<file path="config.mk">
export PLATFORM = sky130hd
export DESIGN_NAME = pipelined_segment_adder_flat
export DESIGN_NICKNAME = d
export VERILOG_FILES = /design/src/rtl/pipelined_segment_adder_if.sv /design/src/rtl/pipelined_segment_adder.sv /design/src/flat_wrapper.sv
export SDC_FILE = /design/constraint.sdc
export NUM_CORES = 1
export LEC_CHECK = 0
export CAP_MARGIN = 20
export CORE_UTILIZATION = 50
export CTS_CLUSTER_DIAMETER = 30
export DETAILED_ROUTE_END_ITERATION = 10
export GPL_TIMING_DRIVEN = 0
export PLACE_DENSITY = 0.81
export SETUP_SLACK_MARGIN = 0.05
export SYNTH_ARGS = -nofsm -noshare
export SYNTH_HDL_FRONTEND = slang
export SYNTH_SLANG_ARGS = --single-unit
</file>
<file path="constraint.sdc">
create_clock -name clk -period 3 [get_ports clk]
set_input_delay 0.45 -clock clk [delete_from_list [all_inputs] [get_ports clk]]
set_output_delay 0.45 -clock clk [all_outputs]
set_load 0.005 [all_outputs]
</file>
<file path="src/rtl/pipelined_segment_adder_if.sv">
// Handshake and data bundle for pipelined_segment_adder.
// The slave modport is the adder side; the master modport is the producer/consumer side.
interface pipelined_segment_adder_if #(
    parameter int N   = 16,
    parameter int SEG = 4
);
    localparam int NSEG = N / SEG;
    localparam int CW   = $clog2(NSEG + 1);

    logic          in_valid;
    logic          in_ready;
    logic [N-1:0]  A;
    logic [N-1:0]  B;
    logic          Cin;
    logic          out_valid;
    logic          out_ready;
    logic [N-1:0]  S;
    logic          Cout;
    logic [N-1:0]  P;
    logic [CW-1:0] cycles;

    modport slave (
        input  in_valid, A, B, Cin, out_ready,
        output in_ready, out_valid, S, Cout, P, cycles
    );

    modport master (
        output in_valid, A, B, Cin, out_ready,
        input  in_ready, out_valid, S, Cout, P, cycles
    );
endinterface

</file>
<file path="src/rtl/pipelined_segment_adder.sv">
// Multi-cycle adder: adds SEG bits per clock through an IDLE/RUN/DONE FSM.
// Optional macro EARLY_DONE_EN ends RUN once no carry can reach the upper segments.
module pipelined_segment_adder #(
    parameter int N   = 16,
    parameter int SEG = 4
) (
    input logic                     clk,
    input logic                     rst_n,
    pipelined_segment_adder_if.slave bus
);
    localparam int NSEG = N / SEG;
    localparam int IDXW = (NSEG > 1) ? $clog2(NSEG) : 1;
    localparam int CW   = $clog2(NSEG + 1);
    localparam logic [IDXW-1:0] LAST = IDXW'(NSEG - 1);

    typedef enum logic [1:0] {IDLE, RUN, DONE} state_t;

    state_t          state;
    logic [N-1:0]    a_r;
    logic [N-1:0]    b_r;
    logic            carry;
    logic [IDXW-1:0] idx;

    logic [SEG-1:0]  a_seg;
    logic [SEG-1:0]  b_seg;
    logic [SEG:0]    sum;
    logic [N-1:0]    s_next;
    logic            last;
    logic            early;
`ifdef EARLY_DONE_EN
    logic [N-1:0]    upper_mask;
`endif

    assign bus.in_ready  = (state == IDLE);
    assign bus.out_valid = (state == DONE);

    always_comb begin
        a_seg  = a_r[idx*SEG +: SEG];
        b_seg  = b_r[idx*SEG +: SEG];
        sum    = {1'b0, a_seg} + {1'b0, b_seg} + {{SEG{1'b0}}, carry};
        s_next = bus.S;
        s_next[idx*SEG +: SEG] = sum[SEG-1:0];
        last   = (idx == LAST);
        early  = 1'b0;
`ifdef EARLY_DONE_EN
        // No carry out of segment k and no generate above it: upper sum bits are just A^B.
        upper_mask = {N{1'b1}} << ((int'(idx) + 1) * SEG);
        if (!last && !sum[SEG] && ((a_r & b_r & upper_mask) == '0)) begin
            early  = 1'b1;
            s_next = (s_next & ~upper_mask) | ((a_r ^ b_r) & upper_mask);
        end
`endif
    end

    always_ff @(posedge clk or negedge rst_n) begin
        if (!rst_n) begin
            state      <= IDLE;
            a_r        <= '0;
            b_r        <= '0;
            carry      <= 1'b0;
            idx        <= '0;
            bus.S      <= '0;
            bus.Cout   <= 1'b0;
            bus.P      <= '0;
            bus.cycles <= '0;
        end else begin
            case (state)
                IDLE: begin
                    if (bus.in_valid) begin
                        a_r        <= bus.A;
                        b_r        <= bus.B;
                        carry      <= bus.Cin;
                        bus.P      <= bus.A ^ bus.B;
                        bus.S      <= '0;
                        bus.Cout   <= 1'b0;
                        bus.cycles <= '0;
                        idx        <= '0;
                        state      <= RUN;
                    end
                end
                RUN: begin
                    bus.S      <= s_next;
                    carry      <= sum[SEG];
                    bus.cycles <= bus.cycles + CW'(1);
                    if (last || early) begin
                        bus.Cout <= early ? 1'b0 : sum[SEG];
                        state    <= DONE;
                    end else begin
                        idx <= idx + IDXW'(1);
                    end
                end
                DONE: begin
                    if (bus.out_ready) state <= IDLE;
                end
                default: state <= IDLE;
            endcase
        end
    end
endmodule

</file>
<file path="src/flat_wrapper.sv">
// flat-port wrapper written by rule: the top's interface ports become plain ports
module pipelined_segment_adder_flat 
#(
    parameter int N   = 16,
    parameter int SEG = 4
)
  (clk, rst_n, bus_in_valid, bus_A, bus_B, bus_Cin, bus_out_ready, bus_in_ready, bus_out_valid, bus_S, bus_Cout, bus_P, bus_cycles);
  pipelined_segment_adder_if #(.N(N), .SEG(SEG)) bus_i ();
  input logic clk;
  input logic rst_n;
  input wire logic [$bits(bus_i.in_valid)-1:0] bus_in_valid;
  input wire logic [$bits(bus_i.A)-1:0] bus_A;
  input wire logic [$bits(bus_i.B)-1:0] bus_B;
  input wire logic [$bits(bus_i.Cin)-1:0] bus_Cin;
  input wire logic [$bits(bus_i.out_ready)-1:0] bus_out_ready;
  output wire logic [$bits(bus_i.in_ready)-1:0] bus_in_ready;
  output wire logic [$bits(bus_i.out_valid)-1:0] bus_out_valid;
  output wire logic [$bits(bus_i.S)-1:0] bus_S;
  output wire logic [$bits(bus_i.Cout)-1:0] bus_Cout;
  output wire logic [$bits(bus_i.P)-1:0] bus_P;
  output wire logic [$bits(bus_i.cycles)-1:0] bus_cycles;
  assign bus_i.in_valid = bus_in_valid;
  assign bus_i.A = bus_A;
  assign bus_i.B = bus_B;
  assign bus_i.Cin = bus_Cin;
  assign bus_i.out_ready = bus_out_ready;
  assign bus_in_ready = bus_i.in_ready;
  assign bus_out_valid = bus_i.out_valid;
  assign bus_S = bus_i.S;
  assign bus_Cout = bus_i.Cout;
  assign bus_P = bus_i.P;
  assign bus_cycles = bus_i.cycles;
  pipelined_segment_adder #(.N(N), .SEG(SEG)) u_core (.clk(clk), .rst_n(rst_n), .bus(bus_i));
endmodule
</file>
==> results of run 1 <==
-- final cells by class --
| class | instances | share of cell area, % |
|---|---|---|
| sequential | 73 | 40.71 |
| timing repair buffer | 74 | 16.45 |
| clock inverter | 4 | 1.673 |
| tap | 77 | 2.147 |
| inverter | 3 | 0.2510 |
| buffer | 12 | 2.482 |
| multi-input combinational | 163 | 32.82 |
| clock buffer | 12 | 3.458 |
-- worst max-delay path, stage by stage (launching register included) --
cell,delay [ns]
sky130_fd_sc_hd__dfrtp_1,0.47
sky130_fd_sc_hd__buf_6,0.22
sky130_fd_sc_hd__mux4_2,0.53
sky130_fd_sc_hd__fa_1,0.45
sky130_fd_sc_hd__fa_1,0.42
sky130_fd_sc_hd__a21o_1,0.18
sky130_fd_sc_hd__a21oi_1,0.26
sky130_fd_sc_hd__a221oi_1,0.13
-- power by group --
part	switching, mW	leakage [nW]	internal (mW)
clock	0.359	0.109	0.514
sequential	0.257	0.884	1.43
combinational	1.19	0.885	1.32
total	1.81	1.88	3.26
-- cell usage in the layout, fill, tap and decap left out, types with 3 or more instances in the layout --
master / Yosys / routed
sky130_fd_sc_hd__ha_1: 8 / 8
sky130_fd_sc_hd__buf_6: 6 / 7
sky130_fd_sc_hd__mux4_2: 8 / 8
sky130_fd_sc_hd__a32o_1: 4 / 4
sky130_fd_sc_hd__xnor2_1: 16 / 16
sky130_fd_sc_hd__clkbuf_8: 0 / 11
sky130_fd_sc_hd__buf_4: 4 / 4
sky130_fd_sc_hd__mux2_1: 27 / 27
sky130_fd_sc_hd__a21o_1: 5 / 5
sky130_fd_sc_hd__nor2_1: 20 / 20
sky130_fd_sc_hd__clkdlybuf4s50_1: 0 / 73
sky130_fd_sc_hd__a21oi_1: 18 / 18
sky130_fd_sc_hd__nor2b_1: 3 / 3
sky130_fd_sc_hd__inv_1: 3 / 3
sky130_fd_sc_hd__nand2_1: 6 / 6
sky130_fd_sc_hd__mux2_2: 6 / 6
sky130_fd_sc_hd__a22o_1: 17 / 17
sky130_fd_sc_hd__dfrtp_1: 73 / 73
sky130_fd_sc_hd__o21ai_0: 3 / 3
sky130_fd_sc_hd__nand2b_1: 5 / 5
-- metrics by stage --
| stage | power, mW | cell area [µm²] |
|---|---|---|
| 2_1_floorplan | 3.256 | 3417 |
| 5_1_grt | 5.449 | 4487 |
| 4_1_cts | 5.111 | 4482 |
| 3_3_place_gp | 4.118 | 4254 |
| 6_report | 5.070 | 4487 |
| 3_5_place_dp | 4.212 | 4252 |
-- timing repair --
action | in CTS | in global routing
endpoints found under the setup margin | 0 | 3
hold endpoints to repair | 0 | 0
resized for setup | 0 | 3
-- registers in the layout, summed over array words and instances (netlist names) --
register           count
u_core.carry           1
u_core.state           2
u_core.b_r            16
u_core.bus.cycles      3
u_core.a_r            16
u_core.bus.Cout        1
u_core.idx             2
u_core.bus.P          16
u_core.bus.S          16
-- synth_stat cells (2+ instances only) --
library cell	number
sky130_fd_sc_hd__a22o_1	17
sky130_fd_sc_hd__nand2_1	6
sky130_fd_sc_hd__nor2b_1	3
sky130_fd_sc_hd__o21ai_0	3
sky130_fd_sc_hd__nor2_1	20
sky130_fd_sc_hd__dfrtp_1	73
sky130_fd_sc_hd__mux4_2	8
sky130_fd_sc_hd__a21o_1	5
sky130_fd_sc_hd__inv_1	3
sky130_fd_sc_hd__ha_1	8
sky130_fd_sc_hd__buf_4	4
sky130_fd_sc_hd__mux2_2	6
sky130_fd_sc_hd__a32o_1	4
sky130_fd_sc_hd__buf_6	6
sky130_fd_sc_hd__nand2b_1	5
sky130_fd_sc_hd__mux2_1	27
sky130_fd_sc_hd__fa_1	2
sky130_fd_sc_hd__o21bai_1	2
sky130_fd_sc_hd__xnor2_1	16
sky130_fd_sc_hd__a21oi_1	18
-- cells by family (layout without fill, tap and decap cells) --
kind of cell             count (synthesis)  after routing  share of synthesized area, %
XOR/XNOR                                17             17                         4.357
buffers and inverters                   15            105                         3.442
AO/OA/AOI/OAI                           52             52                         10.84
multiplexers                            42             42                         16.44
flip-flops                              73             73                         53.46
adder cells (fa/ha/maj)                 10             10                         4.101
AND/OR/NAND/NOR                         42             42                         7.360
-- routing by layer --
metal / vias to the layer above / share of wire [%]
li1: 1084 / -
met3: 16 / 4.9
met5: - / 0
met2: 75 / 48
met4: 0 / 2.2
met1: 1191 / 45
-- worst max-delay path by stage --
| stage | to | slack (ns) | cells past startpoint |
|---|---|---|---|
| 4_1_cts | u_core.carry | 0.11 | 7 |
| 3_3_place_gp | u_core.bus.P[2] | -0.97 | 1 |
| 2_1_floorplan | u_core.carry | 0.46 | 7 |
| 5_1_grt | u_core.carry | 0.05 | 7 |
| 6_report | u_core.carry | 0.19 | 7 |
| 3_5_place_dp | u_core.carry | 0.16 | 7 |
==> out/results.md, run 1 <==
| Step | Result | Reported |
| --- | --- | --- |
| cells and area | Number of nets in the layout | 383 |
| sta | Hold Vio Cnt, Final | 0 |
| sta | Worst clock skew on the final layout | 0.005885 ns |
| clocking | CTS hold repair buffers | 0 |
| detailed routing | Vias per std cell | 5.660 |
| detailed routing | DRC violation total after the first TritonRoute iteration | 96 |
| detailed routing | Post-DR wirelength/cell | 17.34 µm |
| clocking | H-tree lvl count | 3 |
| yosys | Post-synthesis cell count | 251 |
| yosys | Cells taking the most area after synthesis | sky130_fd_sc_hd__dfrtp_1 (53%), sky130_fd_sc_hd__mux2_1 (8.9%), sky130_fd_sc_hd__mux4_2 (5.3%) |
| floorplanning | Starting Density | 52.91% |
| cells and area | Area growth from synthesis to final layout | 31.31% |
| sta | Setup total negative slack | 0 ns |
| yosys | Number of enable-type register cells in the synthesized netlist | 0 |
| global route | GR Layer Usage met3 | 5.310% |
| run status | Violations in the final reports | design-rule violations |
| cells and area | Sequential standard cell area | 1827 µm² |
| global route | Global-route wire length before repair | 12,470 µm |
| global route | Via count of the first global-routing pass | 2,455 |
| yosys | Top cell type by total area after synthesis | sky130_fd_sc_hd__dfrtp_1 |
| yosys | Primary flip-flop cell chosen by synthesis mapping | sky130_fd_sc_hd__dfrtp_1 |
| global route | Maximum number of pins on one net before global-route repair | 74 |
| floorplanning | Standard cell core area | 6459 µm² |
| setup path | Crit path launch type | register |
| floorplanning | Die Ht | 84.67 µm |
| yosys | Distinct cells, synth | 35 |
| global route | Overflow after GRT | 0 |
| cells and area | Final cell count without fillers | 418 |
| setup path | Depth of the most critical reg-to-reg path | 7 |
| setup path | Maximum net fanout on the critical path | 10 |
| clocking | Root buffer cell | sky130_fd_sc_hd__clkbuf_8 |
| setup path | Critical R2R Launch | u_core.idx[0] |
| sta | Slew of the pin with the lowest slew margin | 0.9009 ns |
| sta | Max-Slew Margin vs Limit | 39.94% |
| setup path | Critical Setup Path Class | reg2reg |
| cells and area | Area taken by multi-input logic gates | 1473 µm² |
| cells and area | Proportion of layout cells with a drive suffix above 1 | 13.78% |
| place | Placed insts | 402 |
| detailed routing | Drt total wl | 7250 µm |
| yosys | Average cell area after synthesis | 13.61 µm² |
| yosys | Sequential-to-total area share from yosys stat | 53.46% |
| clocking | Post-CTS clock slew at the launch and capture registers of the worst setup and hold paths | 0.08 ns |
| floorplanning | Die width | 84.67 µm |
| yosys | Yosys warnings | 0 |
| detailed routing | DR pass1 iterations | 10 |
| detailed routing | Final antenna-violating net count | 0 |
| global route | Met1 track demand over resource | 32.03% |
| global route | Antenna violations before repair | 0 |
| yosys | Post-synthesis net count | 298 |
| floorplanning | # IOs | 75 |
| place | Total half-perimeter wirelength after legalization and detailed placement | 5196 µm |
| place | Pre-CTS setup slack | 0.1643 ns |
| yosys | Share of the synthesized area in the top cell type | 53.46% |
| sta | Min Clock Period, post-route | 2.805 ns |
| pwr | Max rail drop VDD | 607.1 µV |
| cells and area | Antenna Cells | 0 |
| pwr | Power per cell area | 1130 nW/µm² |
| yosys | Flop and latch count out of synthesis | 73 |
| yosys | Cell Area, Synth | 3417 µm² |
| sta | Setup slack of the critical path after layout | 0.1948 ns |
| cells and area | Count of filler cells inserted in the layout | 478 |
| pwr | Static leakage power | 1.878 nW |
| sta | Hold Worst Slack | 0.2163 ns |
| clocking | TritonCTS Buffers | 9 |
| place | Number of buffers added on ports | 74 |
| setup path | Internal reg-to-reg setup slack | 0.19 ns |
| cells and area | Util after Layout | 69.47% |
| clocking | Max clock buf depth | 2 |
| sta | Period utilisation layout | 93.51% |
| global route | Layer carrying the most global-route usage | met2 |
| place | Routability cong. | 0.7994 |
| worst hold path | Worst hold-check path type | in2async |
| detailed routing | Total DRC errors in the routed layout | 5 |
| sta | Setup repair after global routing missed its margin | false |
| run status | Result of the run | finished, violations left |
| flow run | Number of maximum-capacitance violations | 0 |
| setup path | Destination of the worst register-to-register timing path | u_core.carry |
| setup path | Arrival time at the worst endpoint | 3.00 ns |
| floorplanning | Placement row count | 29 |
| clocking | Post CTS Setup Buffer Count | 0 |
| sta | Final Max Tran Viols | 0 |
| clocking | Worst-skew pair later-pin latency | 0.35 ns |
| global route | Met2 usage | 34.74% |
| detailed routing | Total number of vias | 2,366 |
| setup path | Crit path from | u_core.idx[0] |
| sta | Number of failing setup endpoints in the final timing report | 0 |
| clocking | TritonCTS Sinks | 73 |
| setup path | Crit end category | register |
| floorplanning | DIE AREA | 7169 µm² |
| yosys | Async set or reset register ratio after synthesis | 100.0% |
| clocking | CTS tree | built |
| global route | Total GRT Usage | 23.10% |
| sta | Achievable Freq | 356.5 MHz |
| setup path | Required time of the critical path | 3.20 ns |
No activity file was read; power rests on OpenSTA's default activity.
==> run 2: changes to the inputs <==
--- a/config.mk
+++ b/config.mk
@@ -12,6 +12,7 @@
 export GPL_TIMING_DRIVEN = 0
 export PLACE_DENSITY = 0.81
 export SETUP_SLACK_MARGIN = 0.05
+export SLEW_MARGIN = 0
 export SYNTH_ARGS = -nofsm -noshare
 export SYNTH_HDL_FRONTEND = slang
 export SYNTH_SLANG_ARGS = --single-unit
==> results of run 2 <==
Same layout as run 1: the final DEF is identical, and so are final timing and power.
==> run 3: changes to the inputs <==
--- a/config.mk
+++ b/config.mk
@@ -5,8 +5,9 @@
 export SDC_FILE = /design/constraint.sdc
 export NUM_CORES = 1
 export LEC_CHECK = 0
-export CAP_MARGIN = 20
-export CORE_UTILIZATION = 50
+export CELL_PAD_IN_SITES_DETAIL_PLACEMENT = 0
+export CELL_PAD_IN_SITES_GLOBAL_PLACEMENT = 2
+export CORE_UTILIZATION = 34
 export CTS_CLUSTER_DIAMETER = 30
 export DETAILED_ROUTE_END_ITERATION = 10
 export GPL_TIMING_DRIVEN = 0
==> out/results.md, run 3 (synthesized netlist as in run 1, its figures left out) <==
| Step | Result | Reported | Delta |
| --- | --- | --- | --- |
| floorplanning | # IOs | 75 | unchanged |
| cells and area | Post-Layout Inst Area | 4514 µm² | +0.61% |
| pwr | Int Pwr | 3.064 mW | -6.1% |
| sta | Hold Vio Cnt, Final | 0 | unchanged |
| pwr | Clk network pwr share | 13.1% | -4.1 points |
| sta | Worst clock skew on the final layout | 0.01028 ns | +0.004394 ns |
| detailed routing | DRC violation total after the first TritonRoute iteration | 57 | -41% |
| sta | Setup repair after global routing missed its margin | false |  |
| detailed routing | Final antenna-violating net count | 0 | unchanged |
| clocking | TritonCTS Buffers | 9 | unchanged |
| detailed routing | Vias per std cell | 4.834 | -15% |
| cells and area | Final cell count without fillers | 475 | +14% |
| setup path | Maximum net fanout on the critical path | 10 | unchanged |
| sta | Setup total negative slack | 0 ns | unchanged |
| global route | Maximum number of pins on one net before global-route repair | 50 | -32% |
| place | Area after detailed placement | 4349 µm² | +2.3% |
| global route | Via count of the first global-routing pass | 2,416 | -1.6% |
| place | Pre-CTS setup slack | 0.02139 ns | -0.1429 ns |
| global route | Antenna violations before repair | 0 | unchanged |
| global route | Met1 track demand over resource | 20.90% | -11 points |
| setup path | Arrival time at the worst endpoint | 3.10 ns | +0.10 ns |
| clocking | H-tree lvl count | 3 | unchanged |
| clocking | Root buffer cell | sky130_fd_sc_hd__clkbuf_8 |  |
| clocking | TritonCTS Sinks | 73 | unchanged |
| cells and area | Proportion of layout cells with a drive suffix above 1 | 13.45% | -0.33 points |
| floorplanning | Standard cell core area | 9774 µm² | +51% |
| pwr | Final Power | 4.910 mW | -3.2% |
| clocking | Post-CTS clock slew at the launch and capture registers of the worst setup and hold paths | 0.07 ns | about the same |
| pwr | Power per cell area | 1088 nW/µm² | -3.7% |
| pwr | Logic pwr share | 52.7% | +3.2 points |
| sta | Period utilisation layout | 93.94% | +0.44 points |
| floorplanning | Die width | 102.3 µm | +21% |
| pwr | Max rail drop VDD | 365.1 µV | -40% |
| setup path | Crit path from | u_core.idx[0] |  |
| run status | Result of the run | finished clean |  |
| place | Placed insts | 459 | +14% |
| place | Number of buffers added on ports | 74 | unchanged |
| cells and area | Area growth from synthesis to final layout | 32.11% |  |
| place | Total half-perimeter wirelength after legalization and detailed placement | 5665 µm | +9.0% |
| global route | Total GRT Usage | 16.33% | -6.8 points |
| setup path | Critical R2R Launch | u_core.idx[0] |  |
| sta | Slew of the pin with the lowest slew margin | 0.5133 ns | -0.3877 ns |
| setup path | Depth of the most critical reg-to-reg path | 6 | -1 |
| pwr | Switching part of the total | 37.60% | +1.9 points |
| setup path | Internal reg-to-reg setup slack | 0.18 ns | about the same |
| sta | Hold Worst Slack | 0.01326 ns | -0.2031 ns |
| setup path | Crit path launch type | register |  |
| cells and area | Antenna Cells | 0 | unchanged |
| global route | Layer carrying the most global-route usage | met2 |  |
| sta | Min Clock Period, post-route | 2.818 ns | +0.01309 ns |
| sta | Final Max Tran Viols | 0 | unchanged |
| global route | Global-route wire length before repair | 12,630 µm | +1.3% |
| detailed routing | DR pass1 iterations | 4 | -6 |
| sta | Achievable Freq | 354.8 MHz | -0.46% |
| pwr | Static leakage power | 1.860 nW | -0.98% |
| setup path | Required time of the critical path | 3.28 ns | +0.08 ns |
| pwr | Switching power | 1.846 mW | +2.1% |
| flow run | Number of maximum-capacitance violations | 0 | unchanged |
| setup path | Crit end category | register |  |
| clocking | CTS tree | built |  |
| sta | Setup slack of the critical path after layout | 0.1817 ns | -0.01309 ns |
| worst hold path | Worst hold-check path type | in2async |  |
| floorplanning | Starting Density | 34.96% | -18 points |
| clocking | CTS hold repair buffers | 0 | unchanged |
| detailed routing | Total DRC errors in the routed layout | 0 | -5 |
| sta | Number of failing setup endpoints in the final timing report | 0 | unchanged |
| floorplanning | DIE AREA | 10,460 µm² | +46% |
| setup path | Critical Setup Path Class | reg2reg |  |
| pwr | Sequential power share | 34.3% | +1.1 points |
| global route | Met2 usage | 26.95% | -7.8 points |
| cells and area | Number of nets in the layout | 384 | +0.26% |
| detailed routing | Total number of vias | 2,296 | -3.0% |
| floorplanning | Die Ht | 102.3 µm | +21% |
| cells and area | Util after Layout | 46.19% | -23 points |
| detailed routing | Post-DR wirelength/cell | 16.08 µm | -7.3% |
| place | Routability cong. | 0.7278 | -9.0% |
| sta | Max-Slew Margin vs Limit | 65.71% | +26 points |
| clocking | Worst-skew pair later-pin latency | 0.35 ns | about the same |
| floorplanning | Placement row count | 36 | +24% |
| global route | Overflow after GRT | 0 | unchanged |
| global route | GR Layer Usage met3 | 4.514% | -0.80 points |
| clocking | Max clock buf depth | 2 | unchanged |
| setup path | Destination of the worst register-to-register timing path | u_core.bus.S[2] |  |
| cells and area | Commonest cells after routing, fill and taps aside | sky130_fd_sc_hd__clkdlybuf4s50_1 (73), sky130_fd_sc_hd__dfrtp_1 (73), sky130_fd_sc_hd__mux2_1 (27) |  |
| detailed routing | Drt total wl | 7636 µm | +5.3% |
[run 3: changes by cell type in the layout (fill, tap and decap cells not counted), sizes merged]
cell	before	now
clkbuf	13	14
clkinv	0	2
bufinv	2	0
clkinvlp	2	1
buf	12	13
[run 3: power groups by stage]
stage	clock network (mW)	registers, mW	logic, mW
3_5_place_dp	0	1.70	2.60
4_1_cts	0.666	1.69	2.61
2_1_floorplan	0	1.65	1.61
6_report	0.642	1.68	2.59
3_3_place_gp	0	1.69	2.53
5_1_grt	0.706	1.74	2.85
[run 3: worst max path at each step]
stage	depth (start not counted)	end	slack (ns)
detailed placement	6	u_core.bus.S[6]	0.02
floorplan	7	u_core.carry	0.46
global route	6	u_core.bus.S[10]	0.06
CTS	6	u_core.bus.S[10]	0.07
global placement	1	u_core.bus.P[6]	-1.11
finish	6	u_core.bus.S[2]	0.18
[run 3: what timing repair did]
action                                  4_1_cts  5_1_grt
endpoints found under the setup margin        5        6
gates resized for setup                       1        2
endpoints found under the hold margin         0        0
setup buffers                                 0        0
[run 3: final cells by class]
type	instances	area, µm²
timing repair buffer	75	765.7
tap	133	166.4
sequential	73	1827
fill	954	5260
buffer	12	111.4
inverter	3	11.26
multi-input combinational	163	1476
clock inverter	3	17.52
clock buffer	13	138.9
[run 3: critical path, stage by stage, from the launching register on]
cell	delay (ns)
sky130_fd_sc_hd__dfrtp_1	0.45
sky130_fd_sc_hd__buf_6	0.23
sky130_fd_sc_hd__mux4_2	0.54
sky130_fd_sc_hd__fa_1	0.45
sky130_fd_sc_hd__fa_1	0.42
sky130_fd_sc_hd__xor2_1	0.46
sky130_fd_sc_hd__a22o_1	0.21
[run 3: layer usage]
metal	routed length (µm)	share of wire, %
met5	0	0
met4	98	1.3
met3	383	5.0
met2	3645	48
met1	3509	46
